===== src/rtl/bit_pixel_pkg.sv =====
// Shared types and helpers for the bit-pixel writer and reader.
// frame_words() is used on both sides so the two agree on the buffer base addresses.
package bit_pixel_pkg;

    typedef enum logic {
        ST_WAIT_SOF = 1'b0,
        ST_WRITING  = 1'b1
    } state_e;

    localparam int PIXELS_PER_WORD = 8;

    function automatic int frame_words(input int width, input int height);
        return (width * height) / PIXELS_PER_WORD;
    endfunction

endpackage


===== src/rtl/bit_byte_packer.sv =====
// Packs binarized pixels LSB-first into bytes. A restart drops any partial byte,
// and a bit presented in the same cycle as the restart becomes bit 0 of a new byte.
module bit_byte_packer
    import bit_pixel_pkg::*;
(
    input  logic                       clk_i,
    input  logic                       rst_ni,
    input  logic                       restart_i,
    input  logic                       bit_valid_i,
    input  logic                       bit_i,
    output logic [PIXELS_PER_WORD-1:0] packed_o,
    output logic                       word_strobe_o
);

    localparam int CNT_W = $clog2(PIXELS_PER_WORD);

    logic [PIXELS_PER_WORD-1:0] shift_q, shift_d, shift_base;
    logic [CNT_W-1:0]           cnt_q, cnt_d, cnt_base;

    // New bits enter at the MSB and shift right, so the first pixel of a group ends in bit 0.
    always_comb begin
        shift_base    = restart_i ? '0 : shift_q;
        cnt_base      = restart_i ? '0 : cnt_q;
        packed_o      = {bit_i, shift_base[PIXELS_PER_WORD-1:1]};
        word_strobe_o = bit_valid_i && (cnt_base == CNT_W'(PIXELS_PER_WORD - 1));
        shift_d       = shift_base;
        cnt_d         = cnt_base;
        if (bit_valid_i) begin
            shift_d = packed_o;
            cnt_d   = cnt_base + CNT_W'(1);
        end
    end

    always_ff @(posedge clk_i or negedge rst_ni) begin
        if (!rst_ni) begin
            shift_q <= '0;
            cnt_q   <= '0;
        end else begin
            shift_q <= shift_d;
            cnt_q   <= cnt_d;
        end
    end

endmodule


===== src/rtl/bit_pixel_writer.sv =====
// Binarizes one region's pixel stream and writes packed bytes into a dual-buffered bit RAM.
// Optional macro BIT_PIXEL_WRITER_ERRCNT_EN adds the frame_err_count output.
//
//   state       | meaning
//   ST_WAIT_SOF | idle; pixels ignored until a valid SOF pixel arrives
//   ST_WRITING  | packing pixels of the current frame into the active buffer
module bit_pixel_writer
    import bit_pixel_pkg::*;
#(
    parameter int image_width  = 240,
    parameter int image_height = 480
) (
    input  logic        pclk,
    input  logic        pclk_reset_n,
    input  logic [7:0]  pix_data,
    input  logic        pix_valid,
    input  logic        pix_sof,
    input  logic [7:0]  threshold,
    output logic [15:0] wr_address,
    output logic [7:0]  wr_data,
    output logic        wr_en,
    output logic [3:0]  image_number,
    output logic        frame_done,
    output logic        busy
`ifdef BIT_PIXEL_WRITER_ERRCNT_EN
    ,
    output logic [15:0] frame_err_count
`endif
);

    localparam int                    FRAME_WORDS = frame_words(image_width, image_height);
    localparam int                    TOTAL_PIX   = image_width * image_height;
    localparam int                    PIX_CNT_W   = $clog2(TOTAL_PIX);
    localparam logic [15:0]           BUF1_BASE   = 16'(FRAME_WORDS);
    localparam logic [PIX_CNT_W-1:0]  LAST_PIX    = PIX_CNT_W'(TOTAL_PIX - 1);

    state_e                 state_q;
    logic [PIX_CNT_W-1:0]   pix_cnt_q;
    logic [15:0]            word_idx_q;
    logic                   buf_q;
    logic [3:0]             image_q;
    logic                   wr_en_q;
    logic [7:0]             wr_data_q;
    logic [15:0]            wr_addr_q;
    logic                   frame_done_q;

    logic                   sof_valid;
    logic                   accept;
    logic                   restart;
    logic                   pix_bit;
    logic [PIX_CNT_W-1:0]   pix_idx;
    logic [15:0]            word_cur;
    logic [15:0]            base;
    logic                   last_pix;
    logic [7:0]             packed_byte;
    logic                   word_strobe;

    // An SOF pixel always becomes pixel 0, whether it starts a frame or aborts one.
    always_comb begin
        sof_valid = pix_valid && pix_sof;
        accept    = pix_valid && ((state_q == ST_WRITING) || pix_sof);
        restart   = (state_q == ST_WAIT_SOF) || sof_valid;
        pix_bit   = (pix_data >= threshold);
        pix_idx   = sof_valid ? '0 : pix_cnt_q;
        word_cur  = sof_valid ? '0 : word_idx_q;
        base      = buf_q ? BUF1_BASE : 16'd0;
        last_pix  = accept && (pix_idx == LAST_PIX);
    end

    bit_byte_packer u_packer (
        .clk_i         (pclk),
        .rst_ni        (pclk_reset_n),
        .restart_i     (restart),
        .bit_valid_i   (accept),
        .bit_i         (pix_bit),
        .packed_o      (packed_byte),
        .word_strobe_o (word_strobe)
    );

    always_ff @(posedge pclk or negedge pclk_reset_n) begin
        if (!pclk_reset_n) begin
            state_q      <= ST_WAIT_SOF;
            pix_cnt_q    <= '0;
            word_idx_q   <= '0;
            buf_q        <= 1'b0;
            image_q      <= '0;
            wr_en_q      <= 1'b0;
            wr_data_q    <= '0;
            wr_addr_q    <= '0;
            frame_done_q <= 1'b0;
        end else begin
            wr_en_q      <= 1'b0;
            frame_done_q <= 1'b0;
            if (accept) begin
                if (word_strobe) begin
                    wr_en_q    <= 1'b1;
                    wr_data_q  <= packed_byte;
                    wr_addr_q  <= base + word_cur;
                    word_idx_q <= word_cur + 16'd1;
                end else if (sof_valid) begin
                    word_idx_q <= '0;
                end
                // The last byte still lands in the old buffer: base above uses buf_q before the flip.
                if (last_pix) begin
                    state_q      <= ST_WAIT_SOF;
                    pix_cnt_q    <= '0;
                    word_idx_q   <= '0;
                    image_q      <= image_q + 4'd1;
                    buf_q        <= ~buf_q;
                    frame_done_q <= 1'b1;
                end else begin
                    state_q   <= ST_WRITING;
                    pix_cnt_q <= pix_idx + PIX_CNT_W'(1);
                end
            end
        end
    end

    assign wr_en        = wr_en_q;
    assign wr_data      = wr_data_q;
    assign wr_address   = wr_addr_q;
    assign image_number = image_q;
    assign frame_done   = frame_done_q;
    assign busy         = (state_q == ST_WRITING);

`ifdef BIT_PIXEL_WRITER_ERRCNT_EN
    logic [15:0] err_cnt_q;
    logic        err_event;

    // Counts aborted frames and SOF flags that arrive without a valid pixel.
    assign err_event = (sof_valid && (state_q == ST_WRITING)) || (pix_sof && !pix_valid);

    always_ff @(posedge pclk or negedge pclk_reset_n) begin
        if (!pclk_reset_n) begin
            err_cnt_q <= '0;
        end else if (err_event && (err_cnt_q != 16'hFFFF)) begin
            err_cnt_q <= err_cnt_q + 16'd1;
        end
    end

    assign frame_err_count = err_cnt_q;
`endif

endmodule


===== config.mk =====
export PLATFORM = sky130hd
export DESIGN_NAME = bit_pixel_writer
export DESIGN_NICKNAME = d
export VERILOG_FILES = /design/src/rtl/bit_pixel_pkg.sv /design/src/rtl/bit_byte_packer.sv /design/src/rtl/bit_pixel_writer.sv
export SDC_FILE = /design/constraint.sdc
export NUM_CORES = 1
export LEC_CHECK = 0
export CAP_MARGIN = 0
export CORE_MARGIN = 5
export CORE_UTILIZATION = 35
export CTS_BUF_LIST = sky130_fd_sc_hd__clkbuf_16
export CTS_CLUSTER_DIAMETER = 30
export CTS_CLUSTER_SIZE = 16
export DETAILED_ROUTE_END_ITERATION = 6
export PLACE_DENSITY_LB_ADDON = 0.12
export SLEW_MARGIN = 20
export SYNTH_ARGS = -nofsm -noshare
export SYNTH_HDL_FRONTEND = slang
export SYNTH_SLANG_ARGS = --single-unit
export TNS_END_PERCENT = 50

===== constraint.sdc =====
create_clock -name pclk -period 3.4 [get_ports pclk]
set_clock_uncertainty 0.1 [all_clocks]
set_input_delay 1.02 -clock pclk [delete_from_list [all_inputs] [get_ports pclk]]
set_output_delay 1.02 -clock pclk [all_outputs]
set_load 0.02 [all_outputs]

==> impl_metrics.env, run 1 <==
export IMPL_outcome="complete, no violations"
export IMPL_worstSetupPathType="input pin to flip-flop"
export IMPL_cp_cell_sequence="clkdlybuf4s50_1, nand2_2, and3_1, ha_4, ha_4, o211ai_4, or4_1, or4_1, a21oi_1"
export IMPL_htreeDepth=3
export IMPL_die_w_um=118
export IMPL_firstDrtPassIters=4
export IMPL_core_area_sq_um=11500
export IMPL_drtIter0Drc=168
export IMPL_fp_row_count=39
export IMPL_layout_drive_gt1_share_pct=12.3
export IMPL_grt_overflow=0
export IMPL_syn_avg_cell_area_sq_um=9.01
export IMPL_ctsResizeCount=0
export IMPL_nFillCells=1119
export IMPL_fin_area_sq_um=5270
export IMPL_vias=3505
export IMPL_area_growth_pct=28.6
export IMPL_postCtsSetupBuffers=0
export IMPL_port_buffers=50
export IMPL_cts_buffers=9
export IMPL_clockPowerShare_pct=39.2
export IMPL_clk_latency_ps=340
export IMPL_start_util_pct=35.7
export IMPL_clock_path_buffers=2
export IMPL_grt_max_degree=76
export IMPL_cts_hold_buf=0
export IMPL_ys_seq_area_share_pct=45.8
export IMPL_synth_distinct_cells=51
export IMPL_max_slew_worst_pin_slew_ps=725
export IMPL_postSynthCellCount=455
export IMPL_grt_setup_unrepaired="false"
export IMPL_ant_nets=0
export IMPL_routabilityCongestion=0.810
export IMPL_routed_top_layer="met4"
export IMPL_fin_cells=670
export IMPL_dp_cells=656
export IMPL_fin_tns_setup_ps=0
export IMPL_tritoncts="done"
export IMPL_max_slew_margin_pct=51.7
export IMPL_cap_violations=0
export IMPL_critPathRequiredTime_ps=3560
export IMPL_period_needed_ps=3230
export IMPL_wl_met1_mm=4.69
export IMPL_vias_per_cell=5.23
export IMPL_clkSlewWorstSetupHoldPaths_ps=60
export IMPL_worstPathArrival_ps=3390
export IMPL_route_met3_wl_um=302
export IMPL_most_common_layout_cells="dfrtp_1, nand2_1, clkdlybuf4s50_1"
export IMPL_switching_share_pct=26.3
export IMPL_ys_ff_latch=75
export IMPL_grt_antenna_before_repair=0
export IMPL_fp_dieArea_sq_um=14000
export IMPL_setup_viol=0
export IMPL_placed_cell_area_sq_um=5020
export IMPL_p_seq_share_pct=45.9
export IMPL_drt_total_wl_mm=10.2
export IMPL_route_met2_wl_mm=5.14
export IMPL_switchingPower_w=0.000564
export IMPL_cp_num_buf_inv=1
export IMPL_die_h_um=118
export IMPL_ir_drop_uv=238
export IMPL_cts_sinks=75
export IMPL_grtUsageTotal_pct=15.3
export IMPL_ys_flop_type="dfrtp_1"
export IMPL_clockRootBuffer="clkbuf_16"
export IMPL_synthArstFlopShare_pct=100
export IMPL_hold_viol=0
export IMPL_antenna_cells=0
export IMPL_dpl_hpwl_mm=7.14
export IMPL_crit_family="simple AND/OR/NAND/NOR gates"
export IMPL_grt_pass1_vias=3503
export IMPL_syn_nets=491
export IMPL_end_kind="flip-flop"
export IMPL_start_kind="input pin"
export IMPL_max_freq_mhz=310
export IMPL_cp_max_fo=7
export IMPL_critPathSlowestCell="or4_1"
export IMPL_synth_edff_count=0
export IMPL_nNetsFinal=560
export IMPL_wl_per_cell_um=15.3
export IMPL_drc=0
export IMPL_power_density_nw_per_um2=407
export IMPL_critPathMaxStageDelay_ps=560
export IMPL_p_comb_share_pct=14.9
export IMPL_p_int_w=0.00158
export IMPL_grt_pass1_wl_mm=17.6
export IMPL_ys_warn_count=0
export IMPL_finalMaxSlewViolations=0
export IMPL_leakage_nw=2.31
export IMPL_min_path_type="flip-flop to flip-flop"
export IMPL_pin_count=51
export IMPL_synth_area_sq_um=4100
export IMPL_layout_commonest_cell="dfrtp_1"
export IMPL_fin_crit_sh_pct=94.9
metal layers:
layer / vias to the layer above / GRT usage [%]
li1: 1738 / -
met1: 1720 / 19.1
met2: 39 / 25.6
met3: 8 / 4.39
met4: 0 / 4.87
met5: - / 0
power by group through the flow:
stage | Combinational [W] | Sequential, W | Clock [W]
final | 0.000319 | 0.000985 | 0.000841
after global routing | 0.000359 | 0.000994 | 0.000905
after CTS | 0.000326 | 0.000986 | 0.000867
after detailed placement | 0.000326 | 0.00100 | 0
after global placement | 0.000320 | 0.00100 | 0
after floorplan | 0.000172 | 0.00102 | 0
path summary, 6_finish.rpt:
check	end	cells after the start	slack [ps]	start
worst max-delay path	word_idx_q[12]	9	170	pix_sof
max in group asynchronous	pix_cnt_q[11]	1	2080	pclk_reset_n
worst max register to register	word_idx_q[12]	7	810	busy
worst min-delay path	wr_address[6]	2	370	wr_address[6]
worst min register to register	wr_address[6]	2	370	wr_address[6]
min in group asynchronous	wr_address[12]	1	590	pclk_reset_n
cells by family (layout without fill, tap and decap cells):
family | count (synthesis) | in the layout | synth area share [%]
fa+ha+maj | 16 | 16 | 4.88
xor+xnor | 22 | 22 | 4.70
compound gates | 91 | 91 | 14.9
mux | 6 | 6 | 1.47
flops | 75 | 75 | 45.8
simple gates | 204 | 204 | 24.2
buf+inv | 41 | 113 | 4.00
tightest hold or removal path: cells and delay by family, from the launching register on:
kind          cells  cell delay, ps
flops             1             340
simple gates      2             100
through the flow:
step                util, %  setup slack, ps  hold WS [ps]  power (W)
CTS                    45.9              173           380    0.00218
global placement       43.7             -128           362    0.00132
global route           46.0             19.0           407    0.00226
finish                 46.0              173           373    0.00215
detailed placement     43.7             -178           367    0.00133
floorplan                 -             -155           366    0.00119
registers in the layout (all words and copies together) (netlist names):
register and count:
buf_q 1, word_idx_q 16, frame_done 1, busy 1, wr_en 1, wr_data 8, u_packer.shift_q 7, u_packer.cnt_q 3
pix_cnt_q 17, wr_address 16, image_number 4
final cells by class:
class	instances	area, sq um	area share, %
Multi-Input combinational cell	339	2140	40.6
Sequential cell	75	1880	35.6
Clock inverter	5	25.0	0.475
Tap cell	143	179	3.39
Inverter	15	56.3	1.07
Timing Repair Buffer	84	769	14.6
Clock buffer	9	225	4.27
cell usage after synthesis (all sizes together), types with 10 or more instances:
cell type / instances / area share [%]
a21oi: 12 / 1.5
dfrtp: 75 / 46
nand3: 23 / 2.8
xnor2: 10 / 2.1
inv: 15 / 1.4
clkbuf: 20 / 1.9
xor2: 12 / 2.6
nand4: 14 / 2.1
and2: 13 / 2.0
nor2: 35 / 3.2
nor3: 11 / 1.3
nand2: 73 / 6.7
o21ai: 32 / 3.9
a22o: 10 / 2.1
ha: 16 / 4.9
Power figures use the tool's default switching activity.
==> inputs of run 2 (changes only) <==
==> constraint.sdc (replaced) <==
create_clock -name pclk -period 3.8 [get_ports pclk]
set_clock_uncertainty 0.1 [all_clocks]
set_input_delay 1.14 -clock pclk [delete_from_list [all_inputs] [get_ports pclk]]
set_output_delay 1.14 -clock pclk [all_outputs]
set_load 0.02 [all_outputs]
==> impl_metrics.env, run 2 (synthesized netlist as in run 1, its figures left out) <==
export IMPL_grtUsageTotal_pct=15.4
export IMPL_max_slew_margin_pct=53.7
export IMPL_cap_violations=0
export IMPL_most_common_layout_cells="dfrtp_1, nand2_1, clkdlybuf4s50_1"
export IMPL_grt_antenna_before_repair=0
export IMPL_critPathRequiredTime_ps=3920
export IMPL_clock_path_buffers=2
export IMPL_largest_register_ffs=17
export IMPL_nNetsFinal=548
export IMPL_cts_hold_buf=0
export IMPL_clockPowerShare_pct=38.8
export IMPL_wl_per_cell_um=15.8
export IMPL_leakage_nw=2.24
export IMPL_grt_overflow=0
export IMPL_htreeDepth=3
export IMPL_worstPathArrival_ps=3620
export IMPL_dp_slack_ps=-64.1
export IMPL_met2_usage_pct=24.6
export IMPL_start_kind="input pin"
export IMPL_hold_viol=0
export IMPL_cts_sinks=75
export IMPL_r2r_slack_ps=1190
export IMPL_worstSetupPathType="input pin to flip-flop"
export IMPL_switchingPower_w=0.000473
export IMPL_fin_crit_sh_pct=92.2
export IMPL_ir_drop_uv=217
export IMPL_core_area_sq_um=11500
export IMPL_met1_usage_pct=20.6
export IMPL_outcome="complete, no violations"
export IMPL_grt_max_degree=76
export IMPL_drc=0
export IMPL_grt_busiest_layer="met2"
export IMPL_p_comb_share_pct=13.9
export IMPL_fin_tns_setup_ps=0
export IMPL_p_seq_share_pct=47.3
export IMPL_cts_buffers=9
export IMPL_layout_drive_gt1_share_pct=7.41
export IMPL_cp_max_fo=16
export IMPL_fp_row_count=39
export IMPL_period_needed_ps=3500
export IMPL_max_freq_mhz=285
export IMPL_grt_setup_unrepaired="false"
export IMPL_ant_nets=0
export IMPL_ctsResizeCount=0
export IMPL_drtIter0Drc=205
export IMPL_pin_count=51
export IMPL_start_util_pct=35.7
export IMPL_die_h_um=118
export IMPL_end_kind="flip-flop"
export IMPL_setup_viol=0
export IMPL_area_growth_pct=24.5
export IMPL_postCtsSetupBuffers=0
export IMPL_switching_share_pct=25.4
export IMPL_setup_ws_ps=296
export IMPL_port_buffers=50
export IMPL_fp_dieArea_sq_um=14000
export IMPL_grt_pass1_vias=3455
export IMPL_max_slew_worst_pin_slew_ps=694
export IMPL_clk_latency_ps=340
export IMPL_tritoncts="done"
export IMPL_antenna_cells=0
export IMPL_regMostFlops="pix_cnt_q"
export IMPL_p_int_w=0.00139
export IMPL_firstDrtPassIters=4
export IMPL_die_w_um=118
export IMPL_dpl_hpwl_mm=7.29
export IMPL_grt_pass1_wl_mm=17.5
export IMPL_clkSlewWorstSetupHoldPaths_ps=60
export IMPL_finalMaxSlewViolations=0
export IMPL_layout_commonest_cell="dfrtp_1"
export IMPL_min_path_type="flip-flop to flip-flop"
export IMPL_vias=3491
export IMPL_gr_usage_met3_pct=3.58
export IMPL_vias_per_cell=5.32
export IMPL_routabilityCongestion=0.783
export IMPL_power_density_nw_per_um2=365
export IMPL_drt_total_wl_mm=10.4
export IMPL_clockRootBuffer="clkbuf_16"
[run 2: through the flow]
step / util (%) / hold slack [ps] / instance area [sq um] / total power, W / instances
CTS: 44.5 / 376 / 5100 / 0.00189 / 656
global route: 44.5 / 395 / 5100 / 0.00196 / 656
floorplan: - / 366 / 4140 / 0.00104 / 455
global placement: 42.4 / 360 / 4860 / 0.00116 / 644
finish: 44.5 / 368 / 5100 / 0.00186 / 656
detailed placement: 42.4 / 363 / 4860 / 0.00116 / 644
[run 2: area by class of cell]
| class | instances | area [sq um] |
|---|---|---|
| Inverter | 15 | 56.3 |
| Multi-Input combinational cell | 339 | 2060 |
| Fill cell | 1107 | 6360 |
| Clock inverter | 3 | 11.3 |
| Sequential cell | 75 | 1880 |
| Tap cell | 143 | 179 |
| Timing Repair Buffer | 72 | 692 |
| Clock buffer | 9 | 225 |
[run 2: final timing paths]
path / startpoint / end / cells past startpoint
worst min-delay path: image_number[3] / image_number[3] / 1
max in group asynchronous: pclk_reset_n / wr_address[5] / 1
worst max register to register: busy / word_idx_q[12] / 7
min in group asynchronous: pclk_reset_n / wr_address[13] / 1
worst min register to register: image_number[3] / image_number[3] / 1
worst max-delay path: pix_valid / pix_cnt_q[15] / 10
[run 2: critical path: stages]
cell,delay [ps]
clkdlybuf4s50_1,420
nand2_1,190
buf_12,170
and2_1,130
ha_1,170
nand4_1,110
or4_1,570
or2_2,420
a21oi_1,180
o22ai_1,100
[run 2: power by group through the flow]
stage | Clock (W) | Sequential [W] | Combinational, W
final | 0.000723 | 0.000882 | 0.000259
after global routing | 0.000787 | 0.000887 | 0.000289
after detailed placement | 0 | 0.000894 | 0.000265
after floorplan | 0 | 0.000908 | 0.000129
after global placement | 0 | 0.000896 | 0.000262
after CTS | 0.000749 | 0.000882 | 0.000263
[run 2: metal layers]
metal,wire length (um),up-vias
li1,-,1716
met1,4660,1690
met2,5050,70
met3,486,15
met4,183,0
met5,0,-
==> inputs of run 3 (changes only) <==
--- a/config.mk
+++ b/config.mk
@@ -6,13 +6,14 @@
 export NUM_CORES = 1
 export LEC_CHECK = 0
 export CAP_MARGIN = 0
-export CORE_MARGIN = 5
+export CORE_MARGIN = 1.5
 export CORE_UTILIZATION = 35
 export CTS_BUF_LIST = sky130_fd_sc_hd__clkbuf_16
 export CTS_CLUSTER_DIAMETER = 30
 export CTS_CLUSTER_SIZE = 16
 export DETAILED_ROUTE_END_ITERATION = 6
 export PLACE_DENSITY_LB_ADDON = 0.12
+export RECOVER_POWER = 25
 export SLEW_MARGIN = 20
 export SYNTH_ARGS = -nofsm -noshare
 export SYNTH_HDL_FRONTEND = slang
==> impl_metrics.env, run 3 (synthesized netlist as in run 1, its figures left out) <==
export IMPL_p_int_w=0.00161
export IMPL_die_h_um=111
export IMPL_endpoint="pix_cnt_q[15]"
export IMPL_min_path_type="flip-flop to flip-flop"
export IMPL_p_seq_share_pct=41.8
export IMPL_drc=0
export IMPL_ctsResizeCount=0
export IMPL_fin_tns_setup_ps=0
export IMPL_routabilityCongestion=0.830
export IMPL_max_slew_worst_pin_slew_ps=1880
export IMPL_ff2ff_path_depth=7
export IMPL_clock_path_buffers=2
export IMPL_ir_drop_uv=293
export IMPL_tritoncts="done"
export IMPL_cp_num_buf_inv=2
export IMPL_grt_setup_unrepaired="false"
export IMPL_antenna_cells=0
export IMPL_cts_buffers=9
export IMPL_fp_dieArea_sq_um=12400
export IMPL_finalMaxSlewViolations=76
export IMPL_layout_drive_gt1_share_pct=10.2
export IMPL_nFillCells=1136
export IMPL_drt_total_wl_mm=10.2
export IMPL_critPathRequiredTime_ps=3910
export IMPL_die_w_um=111
export IMPL_regMostFlops="pix_cnt_q"
export IMPL_p_comb_share_pct=12.4
export IMPL_cp_max_fo=10
export IMPL_hold_ws_ps=371
export IMPL_hold_depth=1
export IMPL_end_kind="flip-flop"
export IMPL_pin_count=51
export IMPL_dpl_hpwl_mm=7.14
export IMPL_vias_per_cell=5.26
export IMPL_cap_violations=1
export IMPL_fin_cells=670
export IMPL_power_density_nw_per_um2=401
export IMPL_grtUsageTotal_pct=17.8
export IMPL_violations="capacitance limit, slew limit"
export IMPL_largest_register_ffs=17
export IMPL_rr_endpoint="word_idx_q[12]"
export IMPL_grt_overflow=0
export IMPL_cts_sinks=75
export IMPL_nNetsFinal=559
export IMPL_fin_crit_sh_pct=93.8
export IMPL_area_growth_pct=28.1
export IMPL_firstDrtPassIters=4
export IMPL_start_util_pct=35.9
export IMPL_switchingPower_w=0.000501
export IMPL_switching_share_pct=23.8
export IMPL_htreeDepth=3
export IMPL_start_kind="input pin"
export IMPL_drtIter0Drc=187
export IMPL_cts_hold_buf=0
export IMPL_cp_depth=10
export IMPL_vias=3525
export IMPL_leakage_nw=2.33
export IMPL_postCtsSetupBuffers=0
export IMPL_core_area_sq_um=11400
export IMPL_max_slew_margin_pct=-25.2
export IMPL_worstPathArrival_ps=3680
export IMPL_r2r_slack_ps=1110
export IMPL_hp_start="image_number[3]"
export IMPL_fp_row_count=39
export IMPL_crit_family="simple AND/OR/NAND/NOR gates"
export IMPL_period_needed_ps=3560
export IMPL_critPathSlowestCell="or4_1"
export IMPL_max_freq_mhz=281
export IMPL_port_buffers=50
export IMPL_clk_latency_ps=340
export IMPL_dp_cells=655
export IMPL_grt_antenna_before_repair=0
export IMPL_most_common_layout_cells="dfrtp_1, nand2_1, clkdlybuf4s50_1"
export IMPL_setup_viol=0
export IMPL_layout_commonest_cell="dfrtp_1"
export IMPL_wl_per_cell_um=15.2
export IMPL_cp_cell_sequence="clkdlybuf4s50_1, nand2_1, buf_4, and2_1, ha_1, nand4_1, or4_1, or2_2, a21oi_1, o22ai_1"
export IMPL_ant_nets=0
export IMPL_grt_pass1_wl_mm=17.7
export IMPL_hold_viol=0
export IMPL_grt_pass1_vias=3448
export IMPL_clockPowerShare_pct=45.8
export IMPL_worstSetupPathType="input pin to flip-flop"
export IMPL_r2r_start="busy"
export IMPL_clockRootBuffer="clkbuf_16"
export IMPL_clkSlewWorstSetupHoldPaths_ps=60
export IMPL_cp_startpoint="pix_sof"
export IMPL_critPathMaxStageDelay_ps=580
export IMPL_grt_max_degree=76
export IMPL_outcome="finished with violations"
-- run 3: stage by stage --
stage	power [W]	util (%)	instance area (sq um)	worst slack (ps)
2_1_floorplan	0.00104	-	4140	1.03
3_3_place_gp	0.00116	43.1	4920	-18.2
3_5_place_dp	0.00116	43.1	4920	-90.0
4_1_cts	0.00213	46.0	5250	241
5_1_grt	0.00220	46.0	5250	46.8
6_report	0.00211	46.0	5250	237
-- run 3: worst min path at each step --
stage          slack [ps]              end
6_report              370  image_number[3]
5_1_grt               400    wr_address[6]
4_1_cts               380    wr_address[5]
3_5_place_dp          370    wr_address[5]
3_3_place_gp          360    wr_address[4]
2_1_floorplan         370       wr_data[0]
-- run 3: worst register-to-register path, cell delays in order, from the launching register on --
cell and delay [ps]:
dfrtp_1 600, and3_1 260, ha_1 160, ha_2 210, o211ai_4 80, or4_1 570, or4_1 500, a21oi_1 160
-- run 3: layout make-up --
| class | instances | area (sq um) | area share [%] |
|---|---|---|---|
| Multi-Input combinational cell | 339 | 2060 | 39.3 |
| Sequential cell | 75 | 1880 | 35.7 |
| Timing Repair Buffer | 83 | 743 | 14.2 |
| Clock buffer | 9 | 225 | 4.29 |
| Tap cell | 143 | 179 | 3.41 |
| Clock inverter | 6 | 106 | 2.03 |
| Inverter | 15 | 56.3 | 1.07 |
-- run 3: power groups by stage --
stage	sequential, W	clock (W)	combinational [W]
4_1_cts	0.000880	0.000987	0.000267
3_5_place_dp	0.000893	0	0.000266
2_1_floorplan	0.000908	0	0.000129
5_1_grt	0.000887	0.00102	0.000293
3_3_place_gp	0.000895	0	0.000262
6_report	0.000880	0.000964	0.000262
-- run 3: per-layer routing --
metal,routed length [um],track usage (%)
met3,327,3.55
met1,4980,24.6
met2,4650,27.9
met4,204,5.91
met5,0,0
